$ cat src/rtl/down_count.sv
// down_count: programmable modulo-(N+1) down counter with auto-reload or
// one-shot operation and a registered one-cycle terminal-count pulse.
// Counts N, N-1, ..., 0 on enabled clocks; at zero it either reloads the
// latched start value or parks in DONE until the next load.

`timescale 1ns/1ps

module down_count #(
   parameter int WIDTH = 4
) (
   input  logic             clk,
   input  logic             rst,
   input  logic [WIDTH-1:0] N,
   input  logic             load,
   input  logic             en,
   input  logic             mode,
   output logic [WIDTH-1:0] a,
   output logic             tc,
   output logic             busy,
   output logic             done
);

   typedef enum logic [1:0] {
      IDLE = 2'd0,
      RUN  = 2'd1,
      DONE = 2'd2
   } state_t;

   localparam logic [WIDTH-1:0] ONE  = WIDTH'(1);
   localparam logic [WIDTH-1:0] ZERO = '0;

   state_t           state_q,  state_d;
   logic [WIDTH-1:0] count_q,  count_d;
   logic [WIDTH-1:0] reload_q, reload_d;
   logic             tc_q,     tc_d;
   logic             busy_q,   busy_d;
   logic             done_q,   done_d;

   // Next-state and next-output decode; load wins over everything else.
   always_comb begin
      // NOTE: every _d gets a default first so no path leaves one unassigned
      // (an unassigned path would infer a latch). tc defaults low so it is a
      // single-cycle pulse.
      state_d  = state_q;
      count_d  = count_q;
      reload_d = reload_q;
      tc_d     = 1'b0;
      busy_d   = busy_q;
      done_d   = done_q;

      if (load) begin
         count_d  = N;
         reload_d = N;
         state_d  = RUN;
         busy_d   = 1'b1;
         done_d   = 1'b0;
      end else begin
         unique case (state_q)
            IDLE: begin
               // en is ignored until the first load after reset
            end
            RUN: begin
               if (en) begin
                  if (count_q != ZERO) begin
                     count_d = count_q - ONE;
                  end else begin
                     // zero-crossing: pulse tc, then reload or stop
                     tc_d = 1'b1;
                     if (mode) begin
                        count_d = reload_q;
                     end else begin
                        count_d = ZERO;
                        state_d = DONE;
                        busy_d  = 1'b0;
                        done_d  = 1'b1;
                     end
                  end
               end
            end
            DONE: begin
               count_d = ZERO;
            end
            default: begin
               state_d = IDLE;
               count_d = ZERO;
               busy_d  = 1'b0;
               done_d  = 1'b0;
            end
         endcase
      end
   end

   // State and registered outputs; reset clears everything immediately.
   always_ff @(posedge clk or posedge rst) begin
      if (rst) begin
         state_q  <= IDLE;
         count_q  <= ZERO;
         reload_q <= ZERO;
         tc_q     <= 1'b0;
         busy_q   <= 1'b0;
         done_q   <= 1'b0;
      end else begin
         // NOTE: non-blocking so every register samples the pre-edge values.
         state_q  <= state_d;
         count_q  <= count_d;
         reload_q <= reload_d;
         tc_q     <= tc_d;
         busy_q   <= busy_d;
         done_q   <= done_d;
      end
   end

   assign a    = count_q;
   assign tc   = tc_q;
   assign busy = busy_q;
   assign done = done_q;

endmodule

$ cat config.mk
export PLATFORM = sky130hd
export DESIGN_NAME = down_count
export DESIGN_NICKNAME = d
export VERILOG_FILES = /design/src/rtl/down_count.sv
export SDC_FILE = /design/constraint.sdc
export NUM_CORES = 1
export LEC_CHECK = 0
export CORE_MARGIN = 2
export CORE_UTILIZATION = 45
export CTS_CLUSTER_SIZE = 25
export DETAILED_ROUTE_END_ITERATION = 10
export PLACE_DENSITY = 0.72
export REMOVE_ABC_BUFFERS = 1
export SLEW_MARGIN = 10
export SYNTH_ARGS = -nofsm -noshare
export SYNTH_HDL_FRONTEND = slang
export SYNTH_SLANG_ARGS = --single-unit
$ cat constraint.sdc
create_clock -name clk -period 1.83 [get_ports clk]
set_input_delay 0.2745 -clock clk [delete_from_list [all_inputs] [get_ports clk]]
set_output_delay 0.2745 -clock clk [all_outputs]
set_load 0.01 [all_outputs]
==> results of run 1 <==
[stage by stage]
step                setup WS, ns  hold WS, ns  std cells  cell area (sq um)
floorplan                  0.177        0.127         55                588
global placement           0.235        0.493         88                779
detailed placement         0.142        0.504         88                779
CTS                        0.130        0.311         92                806
global route              0.0574        0.357         92                806
finish                     0.142        0.300         92                806
[state kept, by name (all words and copies together), names as in the netlist]
| signal | flops |
|---|---|
| state_q | 2 |
| tc | 1 |
| a | 4 |
| reload_q | 4 |
[worst max-delay path: stages (launching register included)]
cell and delay, ns:
dfrtp_1 0.42, inv_1 0.10, ha_1 0.16, or3b_1 0.42, o2111a_1 0.28, a311oi_2 0.20
[worst max-delay path by stage]
| stage | startpoint | end | slack (ns) | depth (start not counted) |
|---|---|---|---|---|
| after floorplan | a[0] | a[0] | 0.18 | 5 |
| after global placement | a[0] | a[0] | 0.24 | 5 |
| after detailed placement | a[0] | a[0] | 0.14 | 5 |
| after CTS | a[0] | a[0] | 0.13 | 5 |
| after global routing | a[0] | a[3] | 0.06 | 6 |
| final | a[0] | a[0] | 0.14 | 5 |
[layout by cell type (no fill, tap or decap), drive strengths merged, types with 2 or more instances in the layout]
| master | count |
|---|---|
| clkdlybuf4s50 | 15 |
| dfrtp | 11 |
| nand2 | 7 |
| inv | 6 |
| mux2 | 4 |
| clkbuf | 4 |
| a32oi | 3 |
| buf | 3 |
| nor2 | 2 |
| a21oi | 2 |
| a311oi | 2 |
| o21ai | 2 |
| nor4b | 2 |
[logic make-up (layout without fill, tap and decap cells)]
logic type                 count (synthesis)  after routing  synth area share
muxes                                      4              4            0.0761
AOI/OAI and AO/OA                         16             16             0.216
adders and majority gates                  1              1            0.0211
and+or+nand+nor                           17             17             0.178
DFF                                       11             11             0.465
buffers and inverters                      7             28            0.0444
[area by class of cell]
class | instances | area, sq um | share of cell area
Multi-Input combinational cell | 38 | 290 | 0.360
Tap cell | 15 | 18.8 | 0.0233
Clock buffer | 4 | 26.3 | 0.0326
Inverter | 6 | 22.5 | 0.0280
Sequential cell | 11 | 275 | 0.342
Timing Repair Buffer | 18 | 173 | 0.214
[power by group through the flow]
stage	Clock, uW	Combinational [uW]	Sequential (uW)
3_5_place_dp	0	195	310
6_report	165	195	305
2_1_floorplan	0	97.8	312
3_3_place_gp	0	191	310
5_1_grt	184	215	312
4_1_cts	170	196	305
[layer usage]
layer | up-vias | global-route usage
li1 | 257 | -
met2 | 15 | 0.363
met1 | 250 | 0.263
met5 | - | 0
met3 | 0 | 0.0500
met4 | 0 | 0.0500
==> results.py, run 1 <==
metrics = {
    "logic_synthesis": {
        "ys_seq_area_frac": 0.465,
        "synth_seq_cells": 11,
        "ys_types": 30,
        "avgSynthCellArea_sq_um": 10.6,
        "synth_top_area_cell": "dfrtp_1",
        "yosys-top-cells-count": "11 x dfrtp_1, 7 x nand2_1, 5 x inv_1, 3 x a32oi_1, 3 x mux2_2",
        "synthFlopType": "dfrtp_1",
        "synth_edf_count": 0,
        "async_reset_ff_frac": 1.00,
        "post-synth-top-count-cell": "dfrtp_1",
        "netlist_instances": 56,
        "synth_area_sq_um": 592,
        "netlist_top_cells_area": "dfrtp_1 47%, mux2_2 5.7%, nand2_1 4.4%",
        "yosysTopAreaCellShare": 0.465,
        "yosysWarnings": 0,
    },
    "power": {
        "p_total_uw": 665,
        "power.density_nw_per_um2": 826,
        "leakagePower_uw": 0.000330,
        "ir_drop_v": 0.000436,
        "p_sw_frac": 0.302,
        "switching_power_uw": 201,
        "p_comb_frac": 0.293,
        "cellInternalPower_uw": 464,
        "seq_power_share": 0.459,
        "pwr-share-clk": 0.248,
    },
    "floorplanning": {
        "row_count": 13,
        "dieHeight_microns": 40.3,
        "die_x_microns": 40.3,
        "die-area_sq_um": 1620,
        "core_area_sq_um": 1270,
        "start_util": 0.466,
        "pin_count": 16,
    },
    "clocking": {
        "ctsResizeCount": 0,
        "cts_hold_buf": 0,
        "cts_tree": "done",
        "root_buffer": "clkbuf_4",
        "cts.sinks": 11,
        "clk_latency_ns": 0.26,
        "cts_max_path_buffers": 2,
        "clk_pin_slew_ns": 0.07,
        "h-tree-depth": 1,
        "post-cts-setup-buffer-count": 0,
        "cts_made_buffers": 3,
    },
    "detailed_routing": {
        "route.met2.wl_microns": 646,
        "drtPass1Iterations": 4,
        "drt-met1-wl_microns": 607,
        "final_antenna_net_count": 0,
        "routed-via-count": 522,
        "met3_length_microns": 65,
        "routedWlPerCell_microns": 14.3,
        "routed_via_density": 5.67,
        "top_layer_used": "met3",
        "wl_microns": 1320,
        "drc": 0,
        "drtIter0Drc": 25,
    },
    "sta": {
        "setup_tns_ns": 0,
        "fin_crit_sh": 0.922,
        "finalClockSkew_ns": 0.00221,
        "finalHoldViolations": 0,
        "slew-limit-headroom": 0.713,
        "tightest_slew_ns": 0.430,
        "min_period_ns": 1.69,
        "rsz0062_at_grt": "no",
        "final-setup-viol-count": 0,
        "maxSlewViolCount": 0,
        "fmax_mhz": 592,
    },
    "global_routing": {
        "track_usage": 0.210,
        "grt_start_max_net_pins": 12,
        "grt-ovfl-total": 0,
        "grt_pass1_wl_microns": 2240,
        "grt_pass1_vias": 508,
        "antenna_found_initial": 0,
    },
    "worst_setup_path": {
        "reg2reg_to": "a[0]",
        "crit_type": "register to register",
        "crit_arrival_ns": 1.85,
        "cp_max_fo": 5,
        "r2r_start": "a[0]",
        "reg2reg_depth": 5,
        "critPathRequiredTime_ns": 1.99,
        "start_kind": "register",
        "critical_path.endpoint_type": "register",
        "r2r_slack_ns": 0.14,
    },
    "placed_design": {
        "dp_hpwl_microns": 1010,
        "io_buffers": 15,
        "place_congestion": 0.802,
    },
    "final_layout": {
        "n_antenna_cell": 0,
        "nFillCells": 108,
        "finalNetCount": 88,
        "area_growth_pct": 36.2,
        "final_util": 0.635,
        "drive_gt1_frac": 0.169,
    },
    "outcome": {
        "status": "complete, no violations",
    },
    "hold_path": {
        "hold_path.class": "input pin to asynchronous set/reset pin",
    },
    "flow_run": {
        "maxCapViolCount": 0,
    },
}
No activity file was read; power rests on OpenSTA's default activity.
==> run 2: changes to the inputs <==
--- a/config.mk
+++ b/config.mk
@@ -5,6 +5,7 @@
 export SDC_FILE = /design/constraint.sdc
 export NUM_CORES = 1
 export LEC_CHECK = 0
+export ABC_CLOCK_PERIOD_IN_PS = 1830
 export CORE_MARGIN = 2
 export CORE_UTILIZATION = 45
 export CTS_CLUSTER_SIZE = 25
==> constraint.sdc (replaced) <==
create_clock -name clk -period 1.83 [get_ports clk]
set_input_delay 0.2745 -clock clk [delete_from_list [all_inputs] [get_ports clk]]
set_output_delay 0.2745 -clock clk [all_outputs]
set_load 0.1 [all_outputs]
==> run 2 against run 1 <==
  * Core utilization rose by 5.7 points
  * Clock-buffer cell count did not move
  * Global-route usage rose by 1.8 points
  * Cell area rose by 9.0%
  * Critical path depth did not move
  * Critical endpoint unchanged
==> results.py, run 2 (synthesis results as in run 1) <==
metrics = {
    "worst_setup_path": {
        "cp.depth": 5,
        "critPathRequiredTime_ns": 2.01,
        "crit_arrival_ns": 1.85,
        "critPathLaunch": "a[0]",
        "cp_max_fo": 7,
        "critical_path_buf_inv_count": 1,
        "worstPathCellList": "inv_1, ha_1, or3b_1, o2111a_1, a311oi_2",
        "reg2reg_depth": 5,
        "cp_slowest_cell": "or3b_1",
        "cp_top_family": "compound AO/OA/AOI/OAI gates",
        "start_kind": "register",
        "r2r_start": "a[0]",
        "crit_type": "register to register",
        "critical_path.endpoint_type": "register",
        "max_stage_delay_ns": 0.41,
    },
    "detailed_routing": {
        "drtPass1Iterations": 4,
        "final_antenna_net_count": 0,
        "routed_via_density": 5.80,
        "wl_microns": 1400,
        "drc": 0,
        "routed-via-count": 545,
        "routedWlPerCell_microns": 14.9,
        "drtIter0Drc": 12,
    },
    "power": {
        "ir_drop_v": 0.000475,
        "leakagePower_uw": 0.000374,
        "power.density_nw_per_um2": 975,
        "p_total_uw": 857,
    },
    "global_routing": {
        "grt-ovfl-total": 0,
        "grt_start_max_net_pins": 12,
        "grt_pass1_vias": 527,
        "track_usage": 0.228,
        "globalRouteMet1Util": 0.306,
        "grt_pass1_wl_microns": 2350,
        "busiest_layer": "met2",
        "met2_usage": 0.351,
        "use_met3": 0.0333,
        "antenna_found_initial": 0,
    },
    "sta": {
        "finalHoldViolations": 0,
        "min_period_ns": 1.67,
        "final-setup-viol-count": 0,
        "holdWs_ns": 0.295,
        "tightest_slew_ns": 0.436,
        "finalClockSkew_ns": 0.000516,
        "fin_crit_sh": 0.914,
        "fmax_mhz": 598,
        "setup_tns_ns": 0,
        "maxSlewViolCount": 0,
        "rsz0062_at_grt": "no",
        "slew-limit-headroom": 0.709,
    },
    "hold_path": {
        "hold_path.class": "input pin to asynchronous set/reset pin",
    },
    "floorplanning": {
        "pin_count": 16,
        "die-area_sq_um": 1620,
        "dieHeight_microns": 40.3,
        "row_count": 13,
        "start_util": 0.466,
        "core_area_sq_um": 1270,
        "die_x_microns": 40.3,
    },
    "clocking": {
        "cts_made_buffers": 3,
        "cts_max_path_buffers": 2,
        "clk_pin_slew_ns": 0.07,
        "cts_hold_buf": 0,
        "cts.sinks": 11,
        "post-cts-setup-buffer-count": 0,
        "cts_tree": "done",
        "h-tree-depth": 1,
        "ctsResizeCount": 0,
        "clk_latency_ns": 0.27,
        "root_buffer": "clkbuf_4",
    },
    "flow_run": {
        "maxCapViolCount": 0,
    },
    "placed_design": {
        "dp.cells": 90,
        "io_buffers": 15,
        "placed_area_sq_um": 852,
        "dp_hpwl_microns": 1050,
        "place_congestion": 0.823,
    },
    "final_layout": {
        "layout_common_cells": "11 x dfrtp_1, 8 x clkdlybuf4s50_1, 7 x nand2_1",
        "n_antenna_cell": 0,
        "stdcell_area_sq_um": 878,
        "final_cells": 94,
        "final_common_cell": "dfrtp_1",
        "finalNetCount": 90,
        "area_growth_pct": 48.4,
        "drive_gt1_frac": 0.278,
    },
    "outcome": {
        "status": "complete, no violations",
    },
}
==> run 2: cell count changes in the layout (fill, tap and decap cells not counted), sizes merged <==
| cell | delta |
|---|---|
| buf | +9 |
| clkdlybuf4s50 | -7 |
==> run 2: final cells by class <==
| cell class | instances | area (sq um) |
|---|---|---|
| flip-flops and latches | 11 | 275 |
| multi-input cells | 38 | 290 |
| well taps | 15 | 18.8 |
| repair buffers | 20 | 245 |
| clock buffers | 4 | 26.3 |
| fillers | 101 | 390 |
| inverters | 6 | 22.5 |
==> run 2: per-stage QoR <==
stage                     setup slack [ns]  utilization
after floorplan                     -0.328            -
after global placement               0.224        0.672
after detailed placement             0.167        0.672
after CTS                            0.146        0.692
after global routing                0.0255        0.692
final                                0.158        0.692
==> run 2: layer usage <==
metal	share of wire	wire, microns
met5	0	0
met4	0.0086	12
met3	0.049	69
met2	0.50	704
met1	0.44	612
==> run 2: worst reg2reg max path, cell delays in order, from the launching register on <==
cell and delay [ns]:
dfrtp_1 0.38, inv_1 0.09, ha_1 0.25, or3b_1 0.41, o2111a_1 0.27, a311oi_2 0.18
==> run 2: power breakdown <==
| group | internal (uW) | switching, uW |
|---|---|---|
| Clock | 84.5 | 85.4 |
| Combinational | 157 | 232 |
| Sequential | 269 | 27.9 |
| Total | 511 | 345 |
==> run 2: final timing paths <==
| check | to | slack [ns] |
|---|---|---|
| max reg2reg | a[0] | 0.16 |
| min reg2reg | reload_q[1] | 0.52 |
| min in group clk | reload_q[1] | 0.52 |
| min | reload_q[1] | 0.29 |
| max in group asynchronous | tc | 1.24 |
| max | a[0] | 0.16 |
